===== config.mk =====
export PLATFORM = sky130hd
export DESIGN_NAME = mem_stage
export DESIGN_NICKNAME = d
export VERILOG_FILES = /design/src/rtl/mem_stage.sv
export SDC_FILE = /design/constraint.sdc
export NUM_CORES = 1
export LEC_CHECK = 0
export CAP_MARGIN = 5
export CORE_AREA = 4 4 112 135
export DETAILED_ROUTE_END_ITERATION = 8
export DIE_AREA = 0 0 116 139
export DONT_BUFFER_PORTS = 1
export PLACE_DENSITY = 0.63
export SLEW_MARGIN = 20
export SYNTH_ARGS = -nofsm -noshare
export SYNTH_HDL_FRONTEND = slang
export SYNTH_SLANG_ARGS = --single-unit

===== constraint.sdc =====
create_clock -name clk -period 2.2 [get_ports clk]
set_input_delay 0.22 -clock clk [delete_from_list [all_inputs] [get_ports clk]]
set_output_delay 0.22 -clock clk [all_outputs]
set_load 0.01 [all_outputs]

===== src/rtl/mem_stage.sv =====
// RV32I memory stage: issues loads/stores on a req/ack data bus, stalls the
// pipe while the bus is busy, aborts slow transactions and feeds writeback.
module mem_stage #(
    parameter int ADDR_W   = 32,
    parameter int MAX_WAIT = 15
) (
    input  logic              clk,
    input  logic              rst_n,
    input  logic [31:0]       alu_result,
    input  logic [31:0]       store_data,
    input  logic [4:0]        rd_addr,
    input  logic              reg_write,
    input  logic              mem_write,
    input  logic              mem_read,
    input  logic [2:0]        mem_funct3,
    output logic              dbus_req,
    output logic              dbus_we,
    output logic [ADDR_W-1:0] dbus_addr,
    output logic [31:0]       dbus_wdata,
    output logic [3:0]        dbus_be,
    input  logic              dbus_ack,
    input  logic [31:0]       dbus_rdata,
    output logic              stall,
    output logic [31:0]       forward_mem,
    output logic [4:0]        rd_addr_out,
    output logic              reg_write_out,
    output logic [31:0]       wb_data,
    output logic              misalign,
    output logic              bus_err
);

    typedef enum logic {IDLE, BUSY} state_t;

    localparam int CNT_W = $clog2(MAX_WAIT + 2);

    state_t            state_q, state_d;
    logic [CNT_W-1:0]  wait_cnt;

    // Request fields captured at issue; replayed on the bus while BUSY.
    logic [ADDR_W-1:0] addr_q;
    logic              we_q;
    logic [31:0]       wdata_q;
    logic [3:0]        be_q;
    logic [2:0]        funct3_q;
    logic [4:0]        rd_q;
    logic              reg_write_q;
    logic              load_q;

    logic [1:0]        off;
    logic [3:0]        new_be;
    logic [31:0]       new_wdata;
    logic              aligned;
    logic              is_mem;
    logic              idle;
    logic              busy;
    logic              issue;
    logic              misalign_now;
    logic              timeout;

    logic [ADDR_W-1:0] cur_addr;
    logic [2:0]        cur_funct3;
    logic [4:0]        cur_rd;
    logic              cur_reg_write;
    logic              cur_we;
    logic              cur_load;
    logic [7:0]        lane_byte;
    logic [15:0]       lane_half;
    logic [31:0]       load_val;

    assign off = alu_result[1:0];

    // NOTE: every always_comb output gets a default first so no path leaves it
    // unassigned; a missed branch would otherwise infer a latch.
    always_comb begin
        new_be    = 4'b1111;
        new_wdata = store_data;
        aligned   = (off == 2'b00);
        case (mem_funct3[1:0])
            2'b00: begin
                new_be    = 4'b0001 << off;
                new_wdata = {4{store_data[7:0]}};
                aligned   = 1'b1;
            end
            2'b01: begin
                new_be    = 4'b0011 << off;
                new_wdata = {2{store_data[15:0]}};
                aligned   = ~off[0];
            end
            default: ;
        endcase
    end

    assign is_mem       = mem_read | mem_write;
    assign idle         = (state_q == IDLE);
    assign busy         = (state_q == BUSY);
    assign issue        = idle & is_mem & aligned;
    assign misalign_now = idle & is_mem & ~aligned;
    assign timeout      = busy & ~dbus_ack & (wait_cnt == CNT_W'(MAX_WAIT));

    // In BUSY the captured request is authoritative; in IDLE the live inputs are.
    assign cur_addr      = busy ? addr_q      : alu_result[ADDR_W-1:0];
    assign cur_funct3    = busy ? funct3_q    : mem_funct3;
    assign cur_rd        = busy ? rd_q        : rd_addr;
    assign cur_reg_write = busy ? reg_write_q : reg_write;
    assign cur_we        = busy ? we_q        : mem_write;
    assign cur_load      = busy ? load_q      : mem_read;

    assign dbus_req    = rst_n & (issue | busy);
    assign dbus_we     = cur_we;
    assign dbus_addr   = {cur_addr[ADDR_W-1:2], 2'b00};
    assign dbus_wdata  = busy ? wdata_q : new_wdata;
    assign dbus_be     = busy ? be_q    : new_be;
    // An abort releases the pipe just like an ack does.
    assign stall       = dbus_req & ~dbus_ack & ~timeout;
    assign forward_mem = alu_result;

    always_comb begin
        lane_byte = dbus_rdata[8*cur_addr[1:0] +: 8];
        lane_half = cur_addr[1] ? dbus_rdata[31:16] : dbus_rdata[15:0];
        case (cur_funct3)
            3'b000:  load_val = {{24{lane_byte[7]}}, lane_byte};
            3'b100:  load_val = {24'd0, lane_byte};
            3'b001:  load_val = {{16{lane_half[15]}}, lane_half};
            3'b101:  load_val = {16'd0, lane_half};
            default: load_val = dbus_rdata;
        endcase
    end

    always_comb begin
        state_d = state_q;
        case (state_q)
            IDLE:    if (issue && !dbus_ack) state_d = BUSY;
            BUSY:    if (dbus_ack || timeout) state_d = IDLE;
            default: state_d = IDLE;
        endcase
    end

    // NOTE: sequential state uses non-blocking assignments so every register
    // samples pre-edge values regardless of statement order.
    always_ff @(posedge clk) begin
        if (!rst_n) begin
            state_q       <= IDLE;
            wait_cnt      <= '0;
            addr_q        <= '0;
            we_q          <= 1'b0;
            wdata_q       <= '0;
            be_q          <= '0;
            funct3_q      <= '0;
            rd_q          <= '0;
            reg_write_q   <= 1'b0;
            load_q        <= 1'b0;
            rd_addr_out   <= '0;
            reg_write_out <= 1'b0;
            wb_data       <= '0;
            misalign      <= 1'b0;
            bus_err       <= 1'b0;
        end else begin
            state_q <= state_d;

            if (state_d == BUSY)
                wait_cnt <= busy ? wait_cnt + CNT_W'(1) : CNT_W'(1);
            else
                wait_cnt <= '0;

            if (issue) begin
                addr_q      <= alu_result[ADDR_W-1:0];
                we_q        <= mem_write;
                wdata_q     <= new_wdata;
                be_q        <= new_be;
                funct3_q    <= mem_funct3;
                rd_q        <= rd_addr;
                reg_write_q <= reg_write;
                load_q      <= mem_read;
            end

            misalign <= misalign_now;
            bus_err  <= timeout;

            if (stall) begin
                reg_write_out <= 1'b0;
            end else if (misalign_now || timeout) begin
                rd_addr_out   <= cur_rd;
                reg_write_out <= 1'b0;
            end else begin
                rd_addr_out   <= cur_rd;
                reg_write_out <= cur_reg_write & ~cur_we;
                wb_data       <= cur_load ? load_val : alu_result;
            end
        end
    end

endmodule


==> summary by stage <==
Outcome
The flow ran to the end, and the final reports show no timing, DRC or antenna violations.

Layout
The multi-input combinational cells in the finished layout cover a total of approximately 0.0037 sq mm. With fillers left out, the area of the finished cells amounts to slightly above 0.008 sq mm. The relative area change from synthesis to final layout is 18.8%.

In the layout the commonest cells are 177 x nand2_1, 124 x dfxtp_1, 78 x a21oi_1. The final-stage net count is 980. The most common cell after layout, fill and taps aside is nand2_1. Measured on the finished design, the core utilization comes to 0.586. The layout filler cell count is approximately 1,200. In the final layout, the share of cells above drive strength 1 is 0.170. The sequential cells in the finished layout cover a total of about 0.0025 sq mm. The repair_antennas step left the layout with diodes totalling 0.

Timing
The final number of setup-violating endpoints is 0. The worst path needs 2.10 ns of the cycle, external delays included. The hold violation count in the final report is 0. Adding up every negative setup slack in the final design gives 0 ns. Of the available clock period, the critical path in the final layout requires 0.954. The final max-slew violation count was 0. The highest clock frequency the design can meet is 477 MHz. The final hold slack is approximately 0.018 ns.

Setup repair after global routing could not meet its margin everywhere. Headroom to the max-slew limit came out at 0.595. The worst clock skew on the final layout is between 0.005 and 0.006 ns. The transition time of the tightest slew-check pin is between 0.6 and 0.7 ns.

Global route
For this run, the total global-route usage over all layers was measured as 0.258. The first global-routing pass estimated between 30,000 and 40,000 um of wire. The number of antenna violations at the first check in global routing was 0. The total overflow left after global routing is 0. The largest net degree at the start of global routing is just under 80. The number of global-route vias before repair is 6,118.

Power and ir drop
The combinational group share of total power is 0.180. The share of total power dissipated in sequential elements is 0.406. The total power density per cell area is about 800 mW/mm^2. Across the VDD grid, the largest voltage drop is about 0.53 mV. The share of total power consumed by net switching is 0.276.

The total power is around 0.0065 W. The leakage power summed over all cells is approximately 3.0 nW. The proportion of power drawn by the clock network is 0.415.

The power spent charging and discharging nets is around 0.0018 W. Internal power comes to approximately 0.0047 W.

Yosys
The Yosys step of the flow raised 0 warnings. The synthesized design contains 0 enable-type register cells. For this run, asynchronously set or reset flops after synthesis account for 0.

The share of the Yosys chip area taken by registers is 0.369. A synthesized cell averages roughly 8.1 sq um. The netlist area before placement is between 0.006 and 0.007 sq mm. The number of library cell types mapped by synthesis is 57. In the synthesized netlist the dominant register cell turns out to be dfxtp_1.

The post-synthesis instance total is about 840. Counting flops and latches in the post-synthesis netlist gives ~130.

Route
The number of vias per cell is between 5 and 6. In this run the remaining antenna-violating nets after routing total 0. The first routing iteration left between 400 and 500 violations. In the final routed layout, each cell accounts on average for between 20 and 25 um. The first-pass iteration count of the detailed router is 5. The routed design has 21,200 um of wire. In the routed design, unresolved DRC markers number 0. The routed layout has around 6,000 vias.

Critical path
The register-to-register path setup slack is between 0.1 and 0.15 ns. The endpoint required time on the critical path is 2.49 ns. The worst register-to-register path begins at wait_cnt[0].

The worst setup path is captured at a flip-flop. In this design, the stage delay of the slowest critical-path cell is approximately 0.32 ns. The sum of buffers and inverters on the critical path is 1. For the worst setup path, the data arrival time is approximately 2.4 ns. The worst register-to-register path ends at wb_data[20].

For this design, the slowest cell found on the critical path is dfxtp_1. The count of cells along the worst register-to-register path is 9. STA classifies the critical path startpoint as a flip-flop. The type of the worst setup path is flip-flop to flip-flop. Along the worst path, the maximum fanout reaches 9. The cell occurring most often along the worst timing path is ha_1.

The dominant delay contributor by cell family on the critical path is compound AO/OA/AOI/OAI gates. The signal on the critical path passes through ha_1 -> and3_1 -> ha_1 -> o21ai_0 -> a21oi_1 -> or2_4 -> a211oi_4 -> buf_4 -> a221oi_1.

Die
The vertical die dimension is 139 um. The overall die area is between 0.015 and 0.02 sq mm. The number of ports placed on the die boundary is between 200 and 300. The row count is between 40 and 50. Measured along the x axis, the die boundary spans roughly 120 um. The starting density of the core is 0.493.

The total area inside the core boundary comes to between 0.01 and 0.015 sq mm.

Clock network
The H-tree was split into 4 levels. Clock tree synthesis inserted a total of 17 buffers. No sink is reached through more buffers than the 2 on the longest clock path. The root buffer cell chosen for the clock tree is clkbuf_16.

The tree built by TritonCTS fans out to ~130 sinks. The clock-pin transition on the worst setup and hold timing paths is around 0.050 ns. For the worst-skew pair, the clock arrives at the later sink with an insertion delay of 0.41 ns. TritonCTS built the clock tree.

Min path
In this run the most critical hold path is launched from dbus_rdata[30]. The type of the most critical hold path is input port to flip-flop. The endpoint with the worst hold slack is wb_data[30].

Along the worst hold path, the cell count comes to 2.

Flow run
Max-cap violations in this run came to 0.

Place
At the end of routability-driven placement, the weighted congestion stood at around 0.89. Port buffering added 0 buffers. The placed instances occupy a cell area of 0.00673 sq mm. The half-perimeter wire length after detailed placement is about 15,000 um.
## power by group through the flow
stage	Combinational, W	Sequential [W]	Clock, W
5_1_grt	0.00128	0.00263	0.00285
6_report	0.00116	0.00262	0.00268
2_1_floorplan	0.000878	0.00262	0
3_3_place_gp	0.000981	0.00266	0
4_1_cts	0.00114	0.00262	0.00273
3_5_place_dp	0.00102	0.00266	0
## cells in the mapped netlist (all sizes together) (12+ instances only)
cell type | count | share of area
a211oi | 12 | 0.017
a21oi | 79 | 0.059
a221oi | 22 | 0.038
buf | 61 | 0.059
clkbuf | 34 | 0.019
dfxtp | 125 | 0.37
inv | 28 | 0.015
mux2 | 60 | 0.10
mux2i | 25 | 0.038
nand2 | 178 | 0.098
nor2 | 53 | 0.030
nor3 | 13 | 0.010
o21ai | 63 | 0.046
## how the worst max path moves through the flow
| stage | startpoint | to | slack, ns | depth (start not counted) |
|---|---|---|---|---|
| after detailed placement | wait_cnt[0] | wb_data[2] | 0.06 | 9 |
| after CTS | busy | dbus_req | 0.04 | 5 |
| after global placement | wait_cnt[0] | wb_data[4] | 0.09 | 9 |
| final | wait_cnt[0] | wb_data[20] | 0.10 | 9 |
| after floorplan | wait_cnt[0] | wb_data[21] | 0.01 | 9 |
| after global routing | wait_cnt[0] | wb_data[16] | -0.006 | 9 |
## worst register-to-register path: cells and delay by family, from the launching register on
family                   cells  cell delay (ns)
flip-flops                   1             0.32
adder cells (fa/ha/maj)      2             0.41
AND/OR/NAND/NOR              2             0.46
buffers and inverters        1             0.22
AO/OA/AOI/OAI                4             0.56
## logic make-up (layout without fill, tap and decap cells)
logic type	Yosys count	in the layout	share of synthesized area
flops	125	125	0.369
xor+xnor	2	2	0.00258
other cells	1	2	0.000553
compound gates	223	223	0.220
mux	85	85	0.138
buf+inv	124	161	0.0937
fa+ha+maj	2	2	0.00369
simple gates	280	280	0.174
## sequential cells by signal (all words and copies together), names as in the netlist
register	count
misalign	1
rd_addr_out	5
load_q	1
funct3_q	3
rd_q	5
reg_write_q	1
reg_write_out	1
wb_data	32
wait_cnt	5
bus_err	1
addr_q	32
wdata_q	32
we_q	1
be_q	4
busy	1
## what timing repair did
action | 4_1_cts | 5_1_grt
endpoints found under the setup margin | 1 | 26
setup buffers | 1 | 4
hold endpoints to repair | 87 | 1
cloned | 0 | 1
pin swaps | 0 | 2
resized for setup | 0 | 5
hold buffers | 69 | 1
## cell type report
type	instances	area share
Sequential cell	125	0.311
Timing Repair Buffer	101	0.123
Clock inverter	7	0.0110
Tap cell	171	0.0265
Inverter	29	0.0135
Multi-Input combinational cell	594	0.457
Clock buffer	24	0.0585
## per-stage QoR
stage,setup slack [ns],std cells
after floorplan,0.0109,843
after global placement,0.0942,944
after detailed placement,0.0617,944
after CTS,0.0368,1045
after global routing,-0.00568,1051
final,0.102,1051
## layer usage
layer / part of all wire / routed length (um) / GRT usage / vias to the layer above
met1: 0.36 / 7710 / 0.276 / 2846
met2: 0.50 / 10700 / 0.447 / 289
met3: 0.099 / 2100 / 0.0925 / 43
li1: - / - / - / 2949
met5: 0 / 0 / 0 / -
met4: 0.032 / 673 / 0.114 / 0
No activity file was read; power rests on OpenSTA's default activity.
